**config.mk**
```make
export PLATFORM = sky130hd
export DESIGN_NAME = alu_arbiter
export DESIGN_NICKNAME = d
export VERILOG_FILES = /design/src/rtl/alu_arbiter.sv
export SDC_FILE = /design/constraint.sdc
export NUM_CORES = 1
export LEC_CHECK = 0
export CORE_UTILIZATION = 50
export CTS_BUF_LIST = sky130_fd_sc_hd__clkbuf_4 sky130_fd_sc_hd__clkbuf_8
export DETAILED_ROUTE_END_ITERATION = 8
export PLACE_DENSITY = 0.85
export SETUP_SLACK_MARGIN = 0.4
export SYNTH_ARGS = -nofsm -noshare
export SYNTH_HDL_FRONTEND = slang
export SYNTH_SLANG_ARGS = --single-unit
```
**constraint.sdc**
```tcl
create_clock -name clk -period 5.1 [get_ports clk]
set_input_delay 1.275 -clock clk [delete_from_list [all_inputs] [get_ports clk]]
set_output_delay 1.275 -clock clk [all_outputs]
set_load 0.01 [all_outputs]
```
**src/rtl/alu_arbiter.sv**
```systemverilog
// Round-robin front end that shares one 4-bit ALU between two requesters.
// One operation in flight at a time: accept (IDLE), compute (EXEC), hold result (RESP).

module alu_core (
  input  logic [3:0] a,
  input  logic [3:0] b,
  input  logic [1:0] op,
  output logic [7:0] result
);

  // Combinational ALU; mod by zero yields 0 here so the output never goes X.
  always_comb begin
    result = 8'h00;
    case (op)
      2'd0: result = {4'h0, a} + {4'h0, b};
      2'd1: result = {4'h0, a} * {4'h0, b};
      2'd2: begin
        if (b != 4'h0) begin
          result = {4'h0, a % b};
        end else begin
          result = 8'h00;
        end
      end
      2'd3: result = {4'h0, a & b};
      default: result = 8'h00;
    endcase
  end

endmodule

module alu_arbiter #(
  parameter int          CNT_W    = 8,
  parameter logic [7:0]  DIV0_VAL = 8'h00
) (
  input  logic             clk,
  input  logic             rst,
  input  logic             req0_valid,
  output logic             req0_ready,
  input  logic [3:0]       req0_a,
  input  logic [3:0]       req0_b,
  input  logic [1:0]       req0_op,
  input  logic             req1_valid,
  output logic             req1_ready,
  input  logic [3:0]       req1_a,
  input  logic [3:0]       req1_b,
  input  logic [1:0]       req1_op,
  output logic             rsp_valid,
  input  logic             rsp_ready,
  output logic [7:0]       rsp_result,
  output logic             rsp_id,
  output logic             rsp_div0,
  output logic             busy,
  output logic [CNT_W-1:0] op_count
);

  typedef enum logic [1:0] {IDLE = 2'd0, EXEC = 2'd1, RESP = 2'd2} state_e;

  state_e            state_q, state_d;
  logic [3:0]        a_q, a_d, b_q, b_d;
  logic [1:0]        op_q, op_d;
  logic              id_q, id_d;
  logic              last_grant_q, last_grant_d;
  logic              rsp_valid_q, rsp_valid_d;
  logic [7:0]        rsp_result_q, rsp_result_d;
  logic              rsp_id_q, rsp_id_d;
  logic              rsp_div0_q, rsp_div0_d;
  logic              busy_q, busy_d;
  logic [CNT_W-1:0]  op_count_q, op_count_d;
  logic              grant_s;
  logic              div0_s;
  logic [7:0]        alu_result_s;

  alu_core u_alu (
    .a      (a_q),
    .b      (b_q),
    .op     (op_q),
    .result (alu_result_s)
  );

  assign div0_s = (op_q == 2'd2) && (b_q == 4'h0);

  // Grant selection: a lone requester wins, a tie goes to the one not served last.
  always_comb begin
    grant_s = 1'b0;
    if (req0_valid && req1_valid) begin
      grant_s = ~last_grant_q;
    end else if (req1_valid) begin
      grant_s = 1'b1;
    end else begin
      grant_s = 1'b0;
    end
  end

  assign req0_ready = (state_q == IDLE) && req0_valid && !grant_s;
  assign req1_ready = (state_q == IDLE) && req1_valid &&  grant_s;

  // Next-state and datapath for the accept / compute / respond sequence.
  always_comb begin
    state_d      = state_q;
    a_d          = a_q;
    b_d          = b_q;
    op_d         = op_q;
    id_d         = id_q;
    last_grant_d = last_grant_q;
    rsp_valid_d  = rsp_valid_q;
    rsp_result_d = rsp_result_q;
    rsp_id_d     = rsp_id_q;
    rsp_div0_d   = rsp_div0_q;
    busy_d       = busy_q;
    op_count_d   = op_count_q;
    case (state_q)
      IDLE: begin
        if (req0_ready || req1_ready) begin
          a_d          = grant_s ? req1_a  : req0_a;
          b_d          = grant_s ? req1_b  : req0_b;
          op_d         = grant_s ? req1_op : req0_op;
          id_d         = grant_s;
          last_grant_d = grant_s;
          state_d      = EXEC;
          busy_d       = 1'b1;
        end else begin
          state_d = IDLE;
          busy_d  = 1'b0;
        end
      end
      EXEC: begin
        rsp_result_d = div0_s ? DIV0_VAL : alu_result_s;
        rsp_div0_d   = div0_s;
        rsp_id_d     = id_q;
        rsp_valid_d  = 1'b1;
        state_d      = RESP;
        busy_d       = 1'b1;
      end
      RESP: begin
        if (rsp_ready) begin
          rsp_valid_d = 1'b0;
          op_count_d  = op_count_q + {{(CNT_W-1){1'b0}}, 1'b1};
          state_d     = IDLE;
          busy_d      = 1'b0;
        end else begin
          state_d = RESP;
          busy_d  = 1'b1;
        end
      end
      default: begin
        state_d     = IDLE;
        rsp_valid_d = 1'b0;
        busy_d      = 1'b0;
      end
    endcase
  end

  // State and output registers; last_grant resets to 1 so requester 0 wins the first tie.
  always_ff @(posedge clk or posedge rst) begin
    if (rst) begin
      state_q      <= IDLE;
      a_q          <= 4'h0;
      b_q          <= 4'h0;
      op_q         <= 2'd0;
      id_q         <= 1'b0;
      last_grant_q <= 1'b1;
      rsp_valid_q  <= 1'b0;
      rsp_result_q <= 8'h00;
      rsp_id_q     <= 1'b0;
      rsp_div0_q   <= 1'b0;
      busy_q       <= 1'b0;
      op_count_q   <= {CNT_W{1'b0}};
    end else begin
      state_q      <= state_d;
      a_q          <= a_d;
      b_q          <= b_d;
      op_q         <= op_d;
      id_q         <= id_d;
      last_grant_q <= last_grant_d;
      rsp_valid_q  <= rsp_valid_d;
      rsp_result_q <= rsp_result_d;
      rsp_id_q     <= rsp_id_d;
      rsp_div0_q   <= rsp_div0_d;
      busy_q       <= busy_d;
      op_count_q   <= op_count_d;
    end
  end

  assign rsp_valid  = rsp_valid_q;
  assign rsp_result = rsp_result_q;
  assign rsp_id     = rsp_id_q;
  assign rsp_div0   = rsp_div0_q;
  assign busy       = busy_q;
  assign op_count   = op_count_q;

endmodule

```
==> flow_metrics.tcl, run 1 <==
set metrics [dict create \
    outcome "completed" \
    grt_util_met2_pct 37.0 \
    wl_per_cell_microns 13.5 \
    grt_util_all_layers_pct 21.5 \
    wirelength_microns 5370 \
    pin_slew_with_the_least_headroom_to_its_limit_ns 0.710 \
    ys.flop_type "dfrtp_1" \
    synth-seq-area-share_pct 32.1 \
    setup.worst_path.start_class "flip-flop" \
    grtUsageMet1_pct 26.7 \
    cts_tree "yes" \
    synth_nets 341 \
    crit_path_top_delay_cell "or4b_1" \
    grt_pass1_vias 2049 \
    synth_area_per_cell_sq_um 9.51 \
    crit_fanout 3 \
    grt_most_used_layer "met2" \
    cts_made_buffers 5 \
    cap_violations 0 \
    max_clock_buf_depth 2 \
    synth.distinct_cells 54 \
    io_buffer_count 46 \
    post_layout_nonfiller_instances 399 \
    worst_r2r_startpoint "b_q[0]" \
    initial_core_util_pct 52.0 \
    avgViaCountPerCell 5.39 \
    timing.critical_path.max_delay_family "compound AO/OA/AOI/OAI gates" \
    regToRegSetupSlack_ns 0.72 \
    critical_path.max_stage_delay_ns 0.50 \
    yosysWarnings 0 \
    crit_chain "inv_1 -> ha_1 -> nor4b_2 -> a2bb2oi_2 -> ha_1 -> or4b_1 -> a21boi_1 -> nor2_1 -> ha_1 -> o21ai_0 -> o21ai_1 -> mux2_2 -> inv_1 -> ha_1 -> a21boi_1 -> o21a_1 -> nor2_1 -> a221oi_2 -> o21ai_1" \
    timing.critical_path.required_ns 5.27 \
    grtUsageMet3_pct 4.82 \
    drt.antenna.violating_nets 0 \
    dr_drc_count 0 \
    finalHoldViolCount 0 \
    area_growth_syn_to_layout_pct 25.1 \
    antenna_cell_count 0 \
    boundaryPins 47 \
    worst-setup-path-type "reg -> reg" \
    path_buf_inv 2 \
    worstSetupStartpoint "b_q[0]" \
    setup.worst_path.end_class "flip-flop" \
    grt_remaining_overflow 0 \
    gp_congestion 0.845 \
    drt_pre_antenna_iters 4 \
    finalSetupTns_ns 0 \
    path_clk_slew_ns 0.07 \
    postCtsSetupRepairBufs 0 \
    synth.largest_area_cell "dfrtp_1" \
    global_route_wire_length_before_repair_microns 9010 \
    clock-root-buffer "clkbuf_8" \
    final_max_slew_viol_count 0 \
    synthDominantCellAreaShare_pct 31.1 \
    placementRows 26 \
    detailroute.via_count 2152 \
    floorplan.die_area_sq_um 5600 \
    timing.clock.skew_ns 0.00427 \
    post-route-period-util_pct 85.9 \
    dieWidth_microns 74.9 \
    synth_async_sr_flop_share_pct 100 \
    cts-hold-fix-buffers 0 \
    setup_repair_after_global_routing_missed_its_margin "false" \
    final.min_clock_period_ns 4.38 \
    fin_util_pct 65.0 \
    path_depth 19 \
    critical_r2r_capture "rsp_result[1]" \
    post_route_cells_drive_above_1_share_pct 9.42 \
    detailedPlacementHpwl_microns 4210 \
    relSlewSlack_pct 52.7 \
    dieHeight_microns 74.9 \
    largest_net_degree_at_the_start_of_global_routing 35 \
    min-delay-path-class "reg -> reg" \
    place.detailed.instances 391 \
    drt_iter0_markers 141 \
    setup_violations_final 0 \
    most_frequent_cell_after_synthesis "dfrtp_1" \
    num-nets-final 390 \
    synth_enable_flop_cells 0 \
    design.core.area_sq_um 5110 \
    synth_common_cells "33 x dfrtp_1, 31 x ha_1, 26 x nor2_1" \
    critical_path_arrival_ns 4.54 \
    post_synth_instance_area_sq_um 2650 \
    cell_with_the_most_instances_on_the_worst_path "ha_1" \
    htree_num_levels 2 \
    worst_setup_path_endpoint "rsp_result[1]" \
    clkSinkCount 34 \
    synthesis.instances 279 \
    synth.top_cells.by_area "dfrtp_1 31%, ha_1 15%, mux2i_1 4.9%" \
    max_freq_mhz 228 \
    worst-r2r-cell-count 19 \
    synth_seq_cells 34 \
    antenna_violations_before_repair 0 \
    clk_latency_ns 0.29 \
]
## area by class of cell
class	instances	area (sq um)
Clock buffer	7	90.1
Clock inverter	1	30.0
Timing Repair Buffer	51	498
Tap cell	70	87.6
Multi-Input combinational cell	215	1680
Fill cell	419	1790
Inverter	21	78.8
Sequential cell	34	853
## logic make-up after synthesis
family | share of synthesized area, %
simple gates | 14.6
buf+inv | 4.62
mux | 6.60
flops | 32.1
xor+xnor | 4.29
fa+ha+maj | 19.1
compound gates | 18.6
## layout by cell type, fill, tap and decap left out, types with 9 or more instances in the layout
| cell | instances |
|---|---|
| inv_1 | 21 |
| a21oi_1 | 21 |
| dfrtp_1 | 32 |
| ha_1 | 31 |
| o21ai_0 | 10 |
| nor2_1 | 26 |
| mux2i_1 | 13 |
| nand2_1 | 22 |
| xnor2_1 | 9 |
| clkdlybuf4s50_1 | 46 |
## registers in the layout, indices dropped and copies added (netlist names)
signal	cells
last_grant_q	1
rsp_valid	1
busy	1
rsp_div0	1
a_q	4
id_q	1
op_count	8
rsp_id	1
op_q	2
rsp_result	8
b_q	4
state_q	2
## routing by layer
metal / up-vias / routed length [microns] / part of all wire [%]
li1: 1085 / - / -
met1: 999 / 2420 / 45
met2: 62 / 2650 / 49
met3: 6 / 232 / 4.3
met4: 0 / 65 / 1.2
met5: - / 0 / 0
## through the flow
step / hold WS, ns / cell area [sq um] / setup slack, ns
6_report: 0.467 / 3320 / 0.722
5_1_grt: 0.511 / 3320 / 0.410
4_1_cts: 0.476 / 3320 / 0.412
3_5_place_dp: 0.466 / 3200 / 0.443
3_3_place_gp: 0.458 / 3200 / 0.623
2_1_floorplan: 0.446 / 2650 / 0.751
## timing repair
action / 4_1_cts / 5_1_grt
setup endpoints to repair: 0 / 4
endpoints found under the hold margin: 0 / 0
resized for setup: 0 / 6
## how the worst min path moves through the flow
stage / depth (start not counted) / to / startpoint
3_3_place_gp: 2 / rsp_div0 / rsp_div0
5_1_grt: 2 / rsp_result[0] / rsp_result[0]
4_1_cts: 1 / op_count[7] / op_count[7]
2_1_floorplan: 1 / id_q / id_q
3_5_place_dp: 1 / op_count[7] / op_count[7]
6_report: 1 / op_count[7] / op_count[7]
Power of run 1 is not shown: default switching activity piles up to over one toggle a cycle in this logic, so the estimate is an artifact.
==> run 2, diff against run 1 <==
--- a/config.mk
+++ b/config.mk
@@ -5,10 +5,12 @@
 export SDC_FILE = /design/constraint.sdc
 export NUM_CORES = 1
 export LEC_CHECK = 0
+export ABC_AREA = 1
 export CORE_UTILIZATION = 50
 export CTS_BUF_LIST = sky130_fd_sc_hd__clkbuf_4 sky130_fd_sc_hd__clkbuf_8
 export DETAILED_ROUTE_END_ITERATION = 8
 export PLACE_DENSITY = 0.85
+export RECOVER_POWER = 100
 export SETUP_SLACK_MARGIN = 0.4
 export SYNTH_ARGS = -nofsm -noshare
 export SYNTH_HDL_FRONTEND = slang
==> run 2 against run 1 <==
Against the previous run:
- sequential cell count unchanged
- wire length up 14%
- hold slack worse by 0.0019 ns
==> flow_metrics.tcl, run 2 <==
set metrics [dict create \
    timing.critical_path.required_ns 3.83 \
    timing.clock.skew_ns 0.00702 \
    dieWidth_microns 75.6 \
    hold_depth 1 \
    largest_net_degree_at_the_start_of_global_routing 22 \
    layout_common_cells "88 x nand2_1, 56 x inv_1, 36 x nor2_1" \
    grtUsageMet1_pct 26.5 \
    critical_path_arrival_ns 3.20 \
    synthDominantCellAreaShare_pct 30.5 \
    most_frequent_cell_after_synthesis "nand2_1" \
    floorplan.die_area_sq_um 5720 \
    post-route-period-util_pct 87.7 \
    boundaryPins 47 \
    drt_pre_antenna_iters 4 \
    synth.largest_area_cell "dfrtp_1" \
    cts_made_buffers 5 \
    antenna_cell_count 0 \
    crit_path_top_delay_cell "dlygate4sd3_1" \
    dp_slack_ns 0.770 \
    synth_async_sr_flop_share_pct 100 \
    worst-setup-path-type "in -> out" \
    grt_pass1_vias 2308 \
    wirelength_microns 6100 \
    avgViaCountPerCell 5.19 \
    drt_iter0_markers 195 \
    worst-r2r-cell-count 32 \
    grt_most_used_layer "met2" \
    setup_violations_final 0 \
    detailroute.via_count 2470 \
    compound_gate_fraction_of_synth_area_pct 8.55 \
    postCtsSetupRepairBufs 0 \
    yosysWarnings 0 \
    detailedPlacementHpwl_microns 4830 \
    synth_enable_flop_cells 0 \
    min-delay-path-class "reg -> reg" \
    grt_remaining_overflow 0 \
    synth_area_per_cell_sq_um 7.57 \
    setup_repair_after_global_routing_missed_its_margin "false" \
    pin_slew_with_the_least_headroom_to_its_limit_ns 1.04 \
    post_route_cells_drive_above_1_share_pct 4.93 \
    clk_latency_ns 0.29 \
    post_synth_mux_area_share_pct 0.416 \
    yosys.area_share.adder_pct 18.8 \
    drt.antenna.violating_nets 0 \
    synth.top_cells.by_area "dfrtp_1 30%, ha_1 14%, nand2_1 12%" \
    num-nets-final 467 \
    gp_congestion 0.894 \
    layout_commonest_cell "nand2_1" \
    crit_fanout 12 \
    cell_with_the_most_instances_on_the_worst_path "dlygate4sd3_1" \
    critical_path.max_stage_delay_ns 0.75 \
    synthesis.instances 358 \
    synth_common_cells "88 x nand2_1, 55 x inv_1, 34 x nor2_1" \
    grtUsageMet3_pct 5.03 \
    global_route_wire_length_before_repair_microns 9920 \
    ys.flop_type "dfrtp_1" \
    setup.worst_path.start_class "input port" \
    grt_util_all_layers_pct 23.3 \
    cap_violations 0 \
    synth_top_family_by_area "simple AND/OR/NAND/NOR gates" \
    cts_tree "yes" \
    final_max_slew_viol_count 0 \
    max_clock_buf_depth 2 \
    path_clk_slew_ns 0.07 \
    area_growth_syn_to_layout_pct 21.6 \
    synth.distinct_cells 35 \
    synthesized_area_fraction_occupied_by_and_or_nand_nor_cells_pct 27.4 \
    fillCellCount 441 \
    final.min_clock_period_ns 4.47 \
    dr_drc_count 0 \
    outcome "completed" \
    io_buffer_count 46 \
    synth_seq_cells 34 \
    clock-root-buffer "clkbuf_8" \
    synthXorXnorAreaFrac_pct 3.88 \
    design.core.area_sq_um 5170 \
    antenna_violations_before_repair 0 \
    relSlewSlack_pct 30.3 \
    dieHeight_microns 75.6 \
    crit_chain "dlygate4sd3_1 -> nand2_1 -> nor2_1 -> dlygate4sd3_1" \
    postLayoutSetupSlackWorst_ns 0.628 \
    setup.worst_path.end_class "output port" \
    initial_core_util_pct 52.4 \
    clkSinkCount 34 \
    cts-hold-fix-buffers 0 \
    grt_util_met2_pct 43.1 \
    finalSetupTns_ns 0 \
    post_synth_instance_area_sq_um 2710 \
    synth_nets 420 \
    max_freq_mhz 224 \
    htree_num_levels 2 \
    wl_per_cell_microns 12.8 \
    placementRows 26 \
    synth-seq-area-share_pct 31.5 \
    finalHoldViolCount 0 \
]
[run 2: cell count changes after synthesis, moves of 5 or more]
cell	delta
a21o_1	-5
a21oi_1	-16
a31oi_1	+10
inv_1	+34
mux2i_1	-13
nand2_1	+66
nand3_1	+26
nor2_1	+8
o21a_1	-5
[run 2: timing repair]
item                                    4_1_cts  5_1_grt
endpoints found under the setup margin        0        4
endpoints found under the hold margin         0        0
gates resized for setup                       0        1
[run 2: kinds of logic (layout without fill, tap and decap cells)]
logic type                 Yosys count  after routing
DFF                                 34             34
AOI/OAI and AO/OA                   39             39
buffers and inverters               64            112
and+or+nand+nor                    171            171
xor gates and xnor gates            12             12
muxes                                1              1
adders and majority gates           37             37
[run 2: cell type report]
type	instances	area, sq um	area share (%)
Tap cell	70	87.6	2.66
Clock inverter	2	12.5	0.380
Inverter	57	214	6.49
Timing Repair Buffer	47	464	14.1
Clock buffer	6	82.6	2.51
Sequential cell	34	852	25.9
Multi-Input combinational cell	260	1580	48.0
[run 2: per-stage QoR]
| stage | hold slack (ns) | instance area (sq um) | std cells | util (%) |
|---|---|---|---|---|
| 2_1_floorplan | 0.447 | 2710 | 358 | - |
| 3_3_place_gp | 0.456 | 3220 | 468 | 62.3 |
| 3_5_place_dp | 0.461 | 3220 | 468 | 62.3 |
| 4_1_cts | 0.471 | 3320 | 476 | 64.1 |
| 5_1_grt | 0.493 | 3290 | 476 | 63.7 |
| 6_report | 0.465 | 3290 | 476 | 63.7 |
[run 2: critical path, delay by kind of cell]
kind                   cells  cell delay (ns)
and+or+nand+nor            2             0.53
buffers and inverters      2             1.39
[run 2: worst paths after layout]
kind / from / slack [ns] / to
min reg2reg: op_count[7] / 0.47 / op_count[7]
max: req1_valid / 0.63 / req1_ready
min in group asynchronous: rst / 1.46 / op_count[7]
max reg2reg: b_q[0] / 0.77 / rsp_result[3]
max in group asynchronous: rst / 2.31 / a_q[2]
min: op_count[7] / 0.47 / op_count[7]
[run 2: metal layers]
| layer | wire length, microns | part of all wire, % |
|---|---|---|
| met5 | 0 | 0 |
| met4 | 108 | 1.8 |
| met3 | 265 | 4.3 |
| met2 | 3220 | 53 |
| met1 | 2510 | 41 |
Power of run 2 is left out for the same reason.
==> run 3, diff against run 2 <==
--- a/config.mk
+++ b/config.mk
@@ -9,9 +9,10 @@
 export CORE_UTILIZATION = 50
 export CTS_BUF_LIST = sky130_fd_sc_hd__clkbuf_4 sky130_fd_sc_hd__clkbuf_8
 export DETAILED_ROUTE_END_ITERATION = 8
-export PLACE_DENSITY = 0.85
+export PLACE_DENSITY = 0.88
 export RECOVER_POWER = 100
 export SETUP_SLACK_MARGIN = 0.4
+export SKIP_CTS_REPAIR_TIMING = 1
 export SYNTH_ARGS = -nofsm -noshare
 export SYNTH_HDL_FRONTEND = slang
 export SYNTH_SLANG_ARGS = --single-unit
==> constraint.sdc (replaced) <==
create_clock -name clk -period 3.9 [get_ports clk]
set_input_delay 0.975 -clock clk [delete_from_list [all_inputs] [get_ports clk]]
set_output_delay 0.975 -clock clk [all_outputs]
set_load 0.01 [all_outputs]
==> run 3 against run 2 <==
Against the previous run:
- the flow now finishes with violations (setup timing)
- hold slack better by 0.00092 ns
- design area up 13%
- die area unchanged
- critical endpoint is now rsp_result[1]
- wire length grew 28%
- first-iteration DRC count increased by 38%
- clock skew increased by 0.00081 ns
- critical path depth increased by 28
- sequential share of layout area shrank 2.9 points
- cell count grew 3.8%
- register-to-register slack worse by 0.86 ns
==> flow_metrics.tcl, run 3 (synthesis results as in run 2) <==
set metrics [dict create \
    dieHeight_microns 75.6 \
    clkSinkCount 34 \
    drt_pre_antenna_iters 5 \
    grtUsageMet3_pct 4.23 \
    layout_commonest_cell "nand2_1" \
    finalHoldViolCount 0 \
    area_growth_syn_to_layout_pct 37.0 \
    final_max_slew_viol_count 0 \
    clk_latency_ns 0.29 \
    antenna_violations_before_repair 0 \
    worst_r2r_startpoint "b_q[0]" \
    outcome "finished with violations" \
    drt.antenna.violating_nets 0 \
    gp_congestion 0.875 \
    cts_tree "yes" \
    timing.clock.skew_ns 0.00783 \
    wirelength_microns 7790 \
    path_clk_slew_ns 0.08 \
    pin_slew_with_the_least_headroom_to_its_limit_ns 0.883 \
    setup_violations_final 3 \
    io_buffer_count 46 \
    critical_path_arrival_ns 4.17 \
    grt_remaining_overflow 0 \
    largest_net_degree_at_the_start_of_global_routing 24 \
    worstSetupStartpoint "b_q[0]" \
    setup_repair_after_global_routing_missed_its_margin "true" \
    antenna_cell_count 0 \
    placementRows 26 \
    post-route-period-util_pct 102 \
    wl_per_cell_microns 15.8 \
    violations "setup timing" \
    grtUsageMet1_pct 29.4 \
    drt_iter0_markers 270 \
    cts_made_buffers 5 \
    clock-root-buffer "clkbuf_8" \
    avgViaCountPerCell 5.57 \
    post_route_cells_drive_above_1_share_pct 19.1 \
    min-delay-path-class "reg -> reg" \
    hold_ws_ns 0.466 \
    grt_pass1_vias 2440 \
    timing.hold.worst.start "op_count[7]" \
    crit_fanout 5 \
    critical_path.max_stage_delay_ns 0.43 \
    global_route_wire_length_before_repair_microns 10700 \
    crit_path_top_delay_cell "dfrtp_2" \
    max_clock_buf_depth 2 \
    boundaryPins 47 \
    setup.worst_path.start_class "flip-flop" \
    cap_violations 0 \
    initial_core_util_pct 52.4 \
    design.core.area_sq_um 5170 \
    detailedPlacementHpwl_microns 5070 \
    relSlewSlack_pct 41.1 \
    grt_util_met2_pct 44.7 \
    grt_most_used_layer "met2" \
    layout_common_cells "72 x nand2_1, 49 x inv_1, 33 x nor2_1" \
    worst-setup-path-type "reg -> reg" \
    detailroute.via_count 2753 \
    cell_with_the_most_instances_on_the_worst_path "nand2_2" \
    timing.critical_path.required_ns 4.09 \
    htree_num_levels 2 \
    final.min_clock_period_ns 3.99 \
    floorplan.die_area_sq_um 5720 \
    num-nets-final 485 \
    setup.worst_path.end_class "flip-flop" \
    dieWidth_microns 75.6 \
    dr_drc_count 0 \
    postLayoutSetupSlackWorst_ns -0.0855 \
    grt_util_all_layers_pct 24.9 \
    max_freq_mhz 251 \
]
run 3: cell types whose count changed in the layout (fill, tap and decap cells not counted), moves of 7 or more:
cell     change
buf_4       +16
inv_1        -7
nand2_1     -16
nand2_2     +12
run 3: layout make-up:
type                            count  area [sq um]
Multi-Input combinational cell    260          1810
Inverter                           57           219
Timing Repair Buffer               65           599
Tap cell                           70          87.6
Clock inverter                      3          68.8
Sequential cell                    34           853
Clock buffer                        5          68.8
Fill cell                         346          1460
run 3: worst paths after layout:
check	cells after the start	slack [ns]	end
max	32	-0.09	rsp_result[1]
min reg2reg	1	0.47	op_count[7]
min in group asynchronous	2	1.30	op_count[1]
max reg2reg	32	-0.09	rsp_result[1]
min	1	0.47	op_count[7]
max in group asynchronous	3	1.54	op_count[4]
run 3: worst max-delay path, delay by kind of cell (launching register included):
kind,cells,cell delay [ns]
flip-flops,1,0.43
AO/OA/AOI/OAI,1,0.11
AND/OR/NAND/NOR,22,2.04
adder cells (fa/ha/maj),4,0.87
buffers and inverters,5,0.43
run 3: stage by stage:
step	setup WS [ns]	area [sq um]	utilization, %	setup TNS (ns)	instances
2_1_floorplan	0.405	2730	-	0	358
3_3_place_gp	0.240	3300	63.8	0	476
3_5_place_dp	0.0942	3300	63.8	0	476
4_1_cts	0.0614	3440	66.5	0	484
5_1_grt	-0.288	3710	71.7	-0.895	494
6_report	-0.0855	3710	71.7	-0.158	494
run 3: per-layer routing:
layer / part of all wire (%) / wire [microns]
met1: 38 / 2960
met2: 51 / 3940
met3: 6.5 / 508
met4: 4.8 / 373
met5: 0 / 0
Power of run 3 is left out for the same reason.
